<file path="config.mk">
export PLATFORM = sky130hd
export DESIGN_NAME = tohost_mailbox
export DESIGN_NICKNAME = d
export VERILOG_FILES = /design/src/rtl/tohost_pkg.sv /design/src/rtl/tohost_fifo.sv /design/src/rtl/tohost_mailbox.sv
export SDC_FILE = /design/constraint.sdc
export NUM_CORES = 1
export LEC_CHECK = 0
export ABC_AREA = 1
export CAP_MARGIN = 25
export CORE_ASPECT_RATIO = 0.6
export CORE_UTILIZATION = 51
export DETAILED_ROUTE_END_ITERATION = 10
export GPL_TIMING_DRIVEN = 0
export PLACE_DENSITY = 0.75
export SYNTH_ARGS = -nofsm -noshare
export SYNTH_HDL_FRONTEND = slang
export SYNTH_SLANG_ARGS = --single-unit
</file>
<file path="constraint.sdc">
create_clock -name clock -period 8.3 [get_ports clock]
set_input_delay 2.49 -clock clock [delete_from_list [all_inputs] [get_ports clock]]
set_output_delay 2.49 -clock clock [all_outputs]
set_load 0.1 [all_outputs]
</file>
<file path="src/rtl/tohost_pkg.sv">
// Shared types and defaults for the tohost/fromhost mailbox.
package tohost_pkg;

   // Default byte addresses of the 64-bit tohost and fromhost words.
   localparam logic [31:0] TOHOST_ADDR_DEF   = 32'h8000_1000;
   localparam logic [31:0] FROMHOST_ADDR_DEF = 32'h8000_1040;

   // Mailbox handshake state as seen by the bench.
   typedef enum logic [1:0] {
      IDLE    = 2'd0,  // queue empty, nothing presented
      PRESENT = 2'd1,  // head message presented on tohost
      ACK     = 2'd2   // one cycle after a pop; fromhost holds the pop count
   } mbox_state_e;

   // Replace the bytes of old_word selected by mask with those of new_word.
   function automatic logic [63:0] merge_bytes(input logic [63:0] old_word,
                                               input logic [63:0] new_word,
                                               input logic [7:0]  mask);
      logic [63:0] res;
      res = old_word;
      for (int i = 0; i < 8; i++) begin
         if (mask[i]) res[8*i +: 8] = new_word[8*i +: 8];
      end
      return res;
   endfunction

endpackage

</file>
<file path="src/rtl/tohost_fifo.sv">
// Pending-message queue, DEPTH x 64. Besides full it exposes the head and
// emptiness the queue will have after this cycle's push/pop, so the owner
// can register its outputs and still show a new head one cycle after push.
module tohost_fifo #(
   parameter int DEPTH = 4
) (
   input  logic        clock,
   input  logic        reset,
   input  logic        push,
   input  logic [63:0] push_data,
   input  logic        pop,
   output logic        full,
   output logic        empty_next,
   output logic [63:0] head_next
);

   localparam int AW = (DEPTH > 1) ? $clog2(DEPTH) : 1;
   localparam int PW = AW + 1;  // extra wrap bit tells full from empty

   logic [63:0]   mem [DEPTH];
   logic [PW-1:0] wr_ptr, rd_ptr;
   logic [PW-1:0] wr_ptr_n, rd_ptr_n;
   logic          empty;
   logic          do_push, do_pop;

   assign empty = (wr_ptr == rd_ptr);
   assign full  = (wr_ptr[AW-1:0] == rd_ptr[AW-1:0]) && (wr_ptr[AW] != rd_ptr[AW]);

   // A push into a full queue is only taken when the head leaves at the same time.
   assign do_pop  = pop && !empty;
   assign do_push = push && (!full || do_pop);

   assign wr_ptr_n = do_push ? wr_ptr + PW'(1) : wr_ptr;
   assign rd_ptr_n = do_pop  ? rd_ptr + PW'(1) : rd_ptr;

   assign empty_next = (wr_ptr_n == rd_ptr_n);

   // Forward push data when the next head is the slot being written right now.
   always_comb begin
      head_next = mem[rd_ptr_n[AW-1:0]];
      if (do_push && (rd_ptr_n == wr_ptr)) head_next = push_data;
   end

   // Pointer update; reset empties the queue.
   always_ff @(posedge clock or posedge reset) begin
      if (reset) begin
         wr_ptr <= '0;
         rd_ptr <= '0;
      end else begin
         wr_ptr <= wr_ptr_n;
         rd_ptr <= rd_ptr_n;
      end
   end

   // Storage write; contents are don't-care until a pointer covers them.
   always_ff @(posedge clock) begin
      if (do_push) mem[wr_ptr[AW-1:0]] <= push_data;
   end

endmodule

</file>
<file path="src/rtl/tohost_mailbox.sv">
// tohost/fromhost mailbox between a core under test and the bench. Stores to
// the tohost word merge into a staging register; the store carrying the top
// byte completes the message and queues it. The bench sees the queue head on
// tohost, pops it with tohost_clear, and the running pop count is written
// back to fromhost as an acknowledgement.
module tohost_mailbox
   import tohost_pkg::*;
#(
   parameter logic [31:0] TOHOST_ADDR   = TOHOST_ADDR_DEF,
   parameter logic [31:0] FROMHOST_ADDR = FROMHOST_ADDR_DEF,
   parameter int          DEPTH         = 4
) (
   input  logic        clock,
   input  logic        reset,
   input  logic        wr_valid,
   output logic        wr_ready,
   input  logic [31:0] wr_addr,
   input  logic [63:0] wr_data,
   input  logic [7:0]  wr_mask,
   output logic [63:0] tohost,
   output logic        tohost_valid,
   input  logic        tohost_clear,
   output logic [63:0] fromhost,
   output logic        overflow
);

   mbox_state_e state, state_n;
   logic [63:0] staging, merged;
   logic [31:0] pop_cnt;
   logic        th_wr, fh_wr, enq, pop, ack_load;
   logic        fifo_full, fifo_empty_n;
   logic [63:0] fifo_head_n;

   // Stores are never back-pressured; a full queue drops instead.
   assign wr_ready = 1'b1;

   assign th_wr  = wr_valid && (wr_addr == TOHOST_ADDR);
   assign fh_wr  = wr_valid && (wr_addr == FROMHOST_ADDR);
   assign merged = merge_bytes(staging, wr_data, wr_mask);
   assign enq    = th_wr && wr_mask[7];  // high word lands last
   assign pop    = tohost_clear && tohost_valid;

   tohost_fifo #(.DEPTH(DEPTH)) u_fifo (
      .clock      (clock),
      .reset      (reset),
      .push       (enq),
      .push_data  (merged),
      .pop        (pop),
      .full       (fifo_full),
      .empty_next (fifo_empty_n),
      .head_next  (fifo_head_n)
   );

   // Staging collects partial writes; a completed message restarts it at zero.
   always_ff @(posedge clock or posedge reset) begin
      if (reset)      staging <= '0;
      else if (enq)   staging <= '0;
      else if (th_wr) staging <= merged;
   end

   // Registered view of the queue head for the bench.
   always_ff @(posedge clock or posedge reset) begin
      if (reset) begin
         tohost       <= '0;
         tohost_valid <= 1'b0;
      end else begin
         tohost       <= fifo_empty_n ? 64'h0 : fifo_head_n;
         tohost_valid <= !fifo_empty_n;
      end
   end

   // Sticky drop flag; a push that coincides with a pop always fits.
   always_ff @(posedge clock or posedge reset) begin
      if (reset)                            overflow <= 1'b0;
      else if (enq && fifo_full && !pop)    overflow <= 1'b1;
   end

   // State register.
   always_ff @(posedge clock or posedge reset) begin
      if (reset) state <= IDLE;
      else       state <= state_n;
   end

   // Next state; every pop enters ACK and loads the acknowledgement.
   always_comb begin
      state_n  = state;
      ack_load = 1'b0;
      case (state)
         IDLE: begin
            if (!fifo_empty_n) state_n = PRESENT;
         end
         PRESENT, ACK: begin
            if (pop) begin
               state_n  = ACK;
               ack_load = 1'b1;
            end else if (state == ACK) begin
               state_n = fifo_empty_n ? IDLE : PRESENT;
            end
         end
         default: state_n = IDLE;
      endcase
   end

   // Pop counter, wraps naturally at 2^32.
   always_ff @(posedge clock or posedge reset) begin
      if (reset)         pop_cnt <= '0;
      else if (ack_load) pop_cnt <= pop_cnt + 32'd1;
   end

   // fromhost: the acknowledgement wins over a same-cycle core store.
   always_ff @(posedge clock or posedge reset) begin
      if (reset)         fromhost <= '0;
      else if (ack_load) fromhost <= {32'h0, pop_cnt + 32'd1};
      else if (fh_wr)    fromhost <= merge_bytes(fromhost, wr_data, wr_mask);
   end

endmodule

</file>
==> impl_metrics.json <==
{
  "wl_mm": 67.45,
  "finalCritPeriodShare_pct": 64.18,
  "drcViolationCount": 0,
  "yosysUniqueCellTypes": 37,
  "initial_core_util_pct": 52.51,
  "grt_overflow": 0,
  "cts_buffer_depth": 3,
  "grt_pass1_vias": 17050,
  "firstDrtPassIters": 5,
  "power_density_nw_per_um2": 402.6,
  "synthAdderAreaFrac_pct": 0.5230,
  "final_nets": 2670,
  "port-buffer-count": 233,
  "ys_ff_latch": 490,
  "dpl.hpwl_mm": 49.05,
  "yosys_warnings": 0,
  "synth_top_family_by_area": "simple AND/OR/NAND/NOR gates",
  "synthFlopType": "edfxtp_1",
  "clkLatencyLatePin_ps": 570,
  "drive_above_1_share_pct": 7.416,
  "setup_tns_ps": 0,
  "io-pin-count": 239,
  "dieArea_um2": 43070,
  "pre_cts_ws_ps": 2420,
  "ir_worst_vdd_mv": 0.3893,
  "grt_start_max_net_pins": 44,
  "dieWidth_um": 267.3,
  "slew_viol_final": 0,
  "cp.arrival_ps": 5570,
  "skew_ps": 26.18,
  "die-height_um": 161.2,
  "ys_seq_area_share_pct": 62.90,
  "antenna_left": 0,
  "fin_util_pct": 64.38,
  "netlist_area_um2": 21530,
  "grt_pass1_wl_mm": 101.6,
  "synth_edf_count": 256,
  "min_period_ps": 5327,
  "maxSlewHeadroom_pct": 23.04,
  "core.rowCount": 57,
  "clock-sinks": 490,
  "synth_cells": 2257,
  "drv_cap": 0,
  "root_buffer": "clkbuf_16",
  "cp_max_fo": 27,
  "hp-class": "register to register",
  "synth_mux_area_share_pct": 0,
  "cts_setup_buffers": 0,
  "path_clk_slew_ps": 60,
  "post_cts_resized": 0,
  "status": "finished clean",
  "area_growth_pct": 22.62,
  "place_area_um2": 24900,
  "power.leakage_nw": 11.48,
  "rsz0062_at_grt": "false",
  "postLayoutCellArea_um2": 26400,
  "synth_nets": 2374,
  "ctsHoldBuffers": 0,
  "via_count": 17710,
  "synth.avg_cell_area_um2": 9.540,
  "setup_violations": 0,
  "cp.required_ps": 8550,
  "core_area_um2": 41010,
  "fmax_mhz": 187.7,
  "synth-compound-area-share_pct": 5.555,
  "total_power_mw": 10.63,
  "avgRoutedWirePerCell_um": 21.41,
  "antenna_found_initial": 1,
  "startpoint_type": "input pin",
  "synthArstFlopShare_pct": 47.76,
  "drt_iter0_markers": 2319,
  "gp_congestion": 0.9977,
  "fillers": 3259,
  "critPathKind": "input pin to register",
  "synth-xor-area-share_pct": 0.6508,
  "cts_buffers": 44,
  "cts_tree": "done",
  "setup_slack_ps": 2973,
  "endpoint_kind": "register",
  "synth_simple_gate_area_share_pct": 24.10,
  "tightest_slew_ps": 1154,
  "avgViaCountPerCell": 5.623,
  "cts_max_level": 2,
  "hold_violations": 0,
  "grt_usage_pct": 31.56
}
layout by cell type, fill, tap and decap left out, types with 3 or more instances in the layout:
cell / count
a21oi_1: 24
o21ai_0: 98
a31oi_1: 4
clkdlybuf4s50_1: 233
o21bai_1: 3
bufinv_16: 3
clkinv_1: 5
buf_12: 11
buf_16: 3
clkbuf_8: 9
nand2_1: 732
nand4_1: 22
edfxtp_1: 256
nor2_1: 103
clkbuf_16: 46
o311ai_0: 4
clkbuf_1: 53
nor2_4: 3
or2_2: 14
dfrtp_1: 234
xnor2_1: 4
inv_2: 11
nand3b_1: 31
buf_1: 6
xor2_1: 12
buf_4: 18
buf_2: 52
clkinv_2: 8
ha_1: 9
nand3_1: 281
nor3_1: 14
inv_1: 194
o31ai_1: 60
nor4_1: 8
routing by layer:
metal	global-route usage [%]	vias to the layer above	part of all wire, %
met2	45.44	935	43
li1	-	8070	-
met1	47.64	8590	43
met4	8.882	0	2.6
met3	7.455	119	11
met5	0	-	0
final cells by class:
class / count / area (um^2) / area share [%]
sequential: 490 / 13540 / 51.30
multi-input combinational: 1441 / 6664 / 25.24
timing repair buffer: 250 / 2655 / 10.06
clock buffer: 65 / 1316 / 4.986
inverter: 209 / 790.8 / 2.995
tap: 560 / 700.7 / 2.654
buffer: 117 / 563.0 / 2.133
clock inverter: 17 / 166.4 / 0.6303
antenna: 1 / 2.502 / 0.009478
metrics by stage:
stage	cells	hold WS (ps)
6_report	3150	481.0
5_1_grt	3150	498.5
4_1_cts	3147	478.7
3_5_place_dp	3065	461.8
3_3_place_gp	3050	458.9
2_1_floorplan	2257	446.4
sequential cells by signal, indices dropped and copies added, names as in the netlist:
signal	count
staging	64
pop_cnt	32
tohost_valid	1
state	2
u_fifo.wr_ptr	3
u_fifo.mem	256
tohost	64
u_fifo.rd_ptr	3
fromhost	64
overflow	1
where the power goes:
part,switching (mW),internal (mW)
combinational,4.11,1.31
sequential,0.185,2.91
clock,0.911,1.20
logic make-up after synthesis:
kind of cell             Yosys count
AND/OR/NAND/NOR                 1215
flip-flops                       490
buffers and inverters            326
AO/OA/AOI/OAI                    200
XOR/XNOR                          16
adder cells (fa/ha/maj)            9
other                              1
final timing paths:
kind | from | endpoint | slack (ps) | cells after the start
setup / recovery | wr_addr[9] | u_fifo.mem[0][39] | 2970 | 10
hold / removal | staging[7] | staging[7] | 480 | 2
setup reg to reg | pop_cnt[0] | fromhost[22] | 4880 | 13
hold reg to reg | staging[7] | staging[7] | 480 | 2
max in group asynchronous | reset | tohost[32] | 5200 | 4
min in group asynchronous | reset | fromhost[9] | 2260 | 2
Yosys cell counts, types with 4 or more instances:
master / number / area share (%)
a31oi_1: 4 / 0.12
buf_1: 6 / 0.10
nand2_1: 732 / 13
nor3_1: 14 / 0.33
o31ai_1: 60 / 2.1
nor2_1: 106 / 1.8
a21oi_1: 24 / 0.56
edfxtp_1: 256 / 36
buf_4: 16 / 0.56
o311ai_0: 4 / 0.16
ha_1: 9 / 0.52
nand3_1: 281 / 6.5
dfrtp_1: 234 / 27
buf_2: 51 / 1.2
o21ai_0: 98 / 2.3
or2_2: 14 / 0.41
xnor2_1: 4 / 0.16
clkbuf_1: 44 / 0.77
xor2_1: 12 / 0.49
nand3b_1: 31 / 1.1
nand4_1: 22 / 0.64
inv_2: 11 / 0.19
nor4_1: 8 / 0.23
inv_1: 196 / 3.4
worst max-delay path, stage by stage:
cell and delay [ps]:
clkdlybuf4s50_1 540, nor2_1 150, nand2_1 70, nor2_1 340
nand3_1 120, nor2_1 210, buf_2 350, nand3_1 210
nor2_4 750, buf_12 300
(Power assumes the default switching activity.)
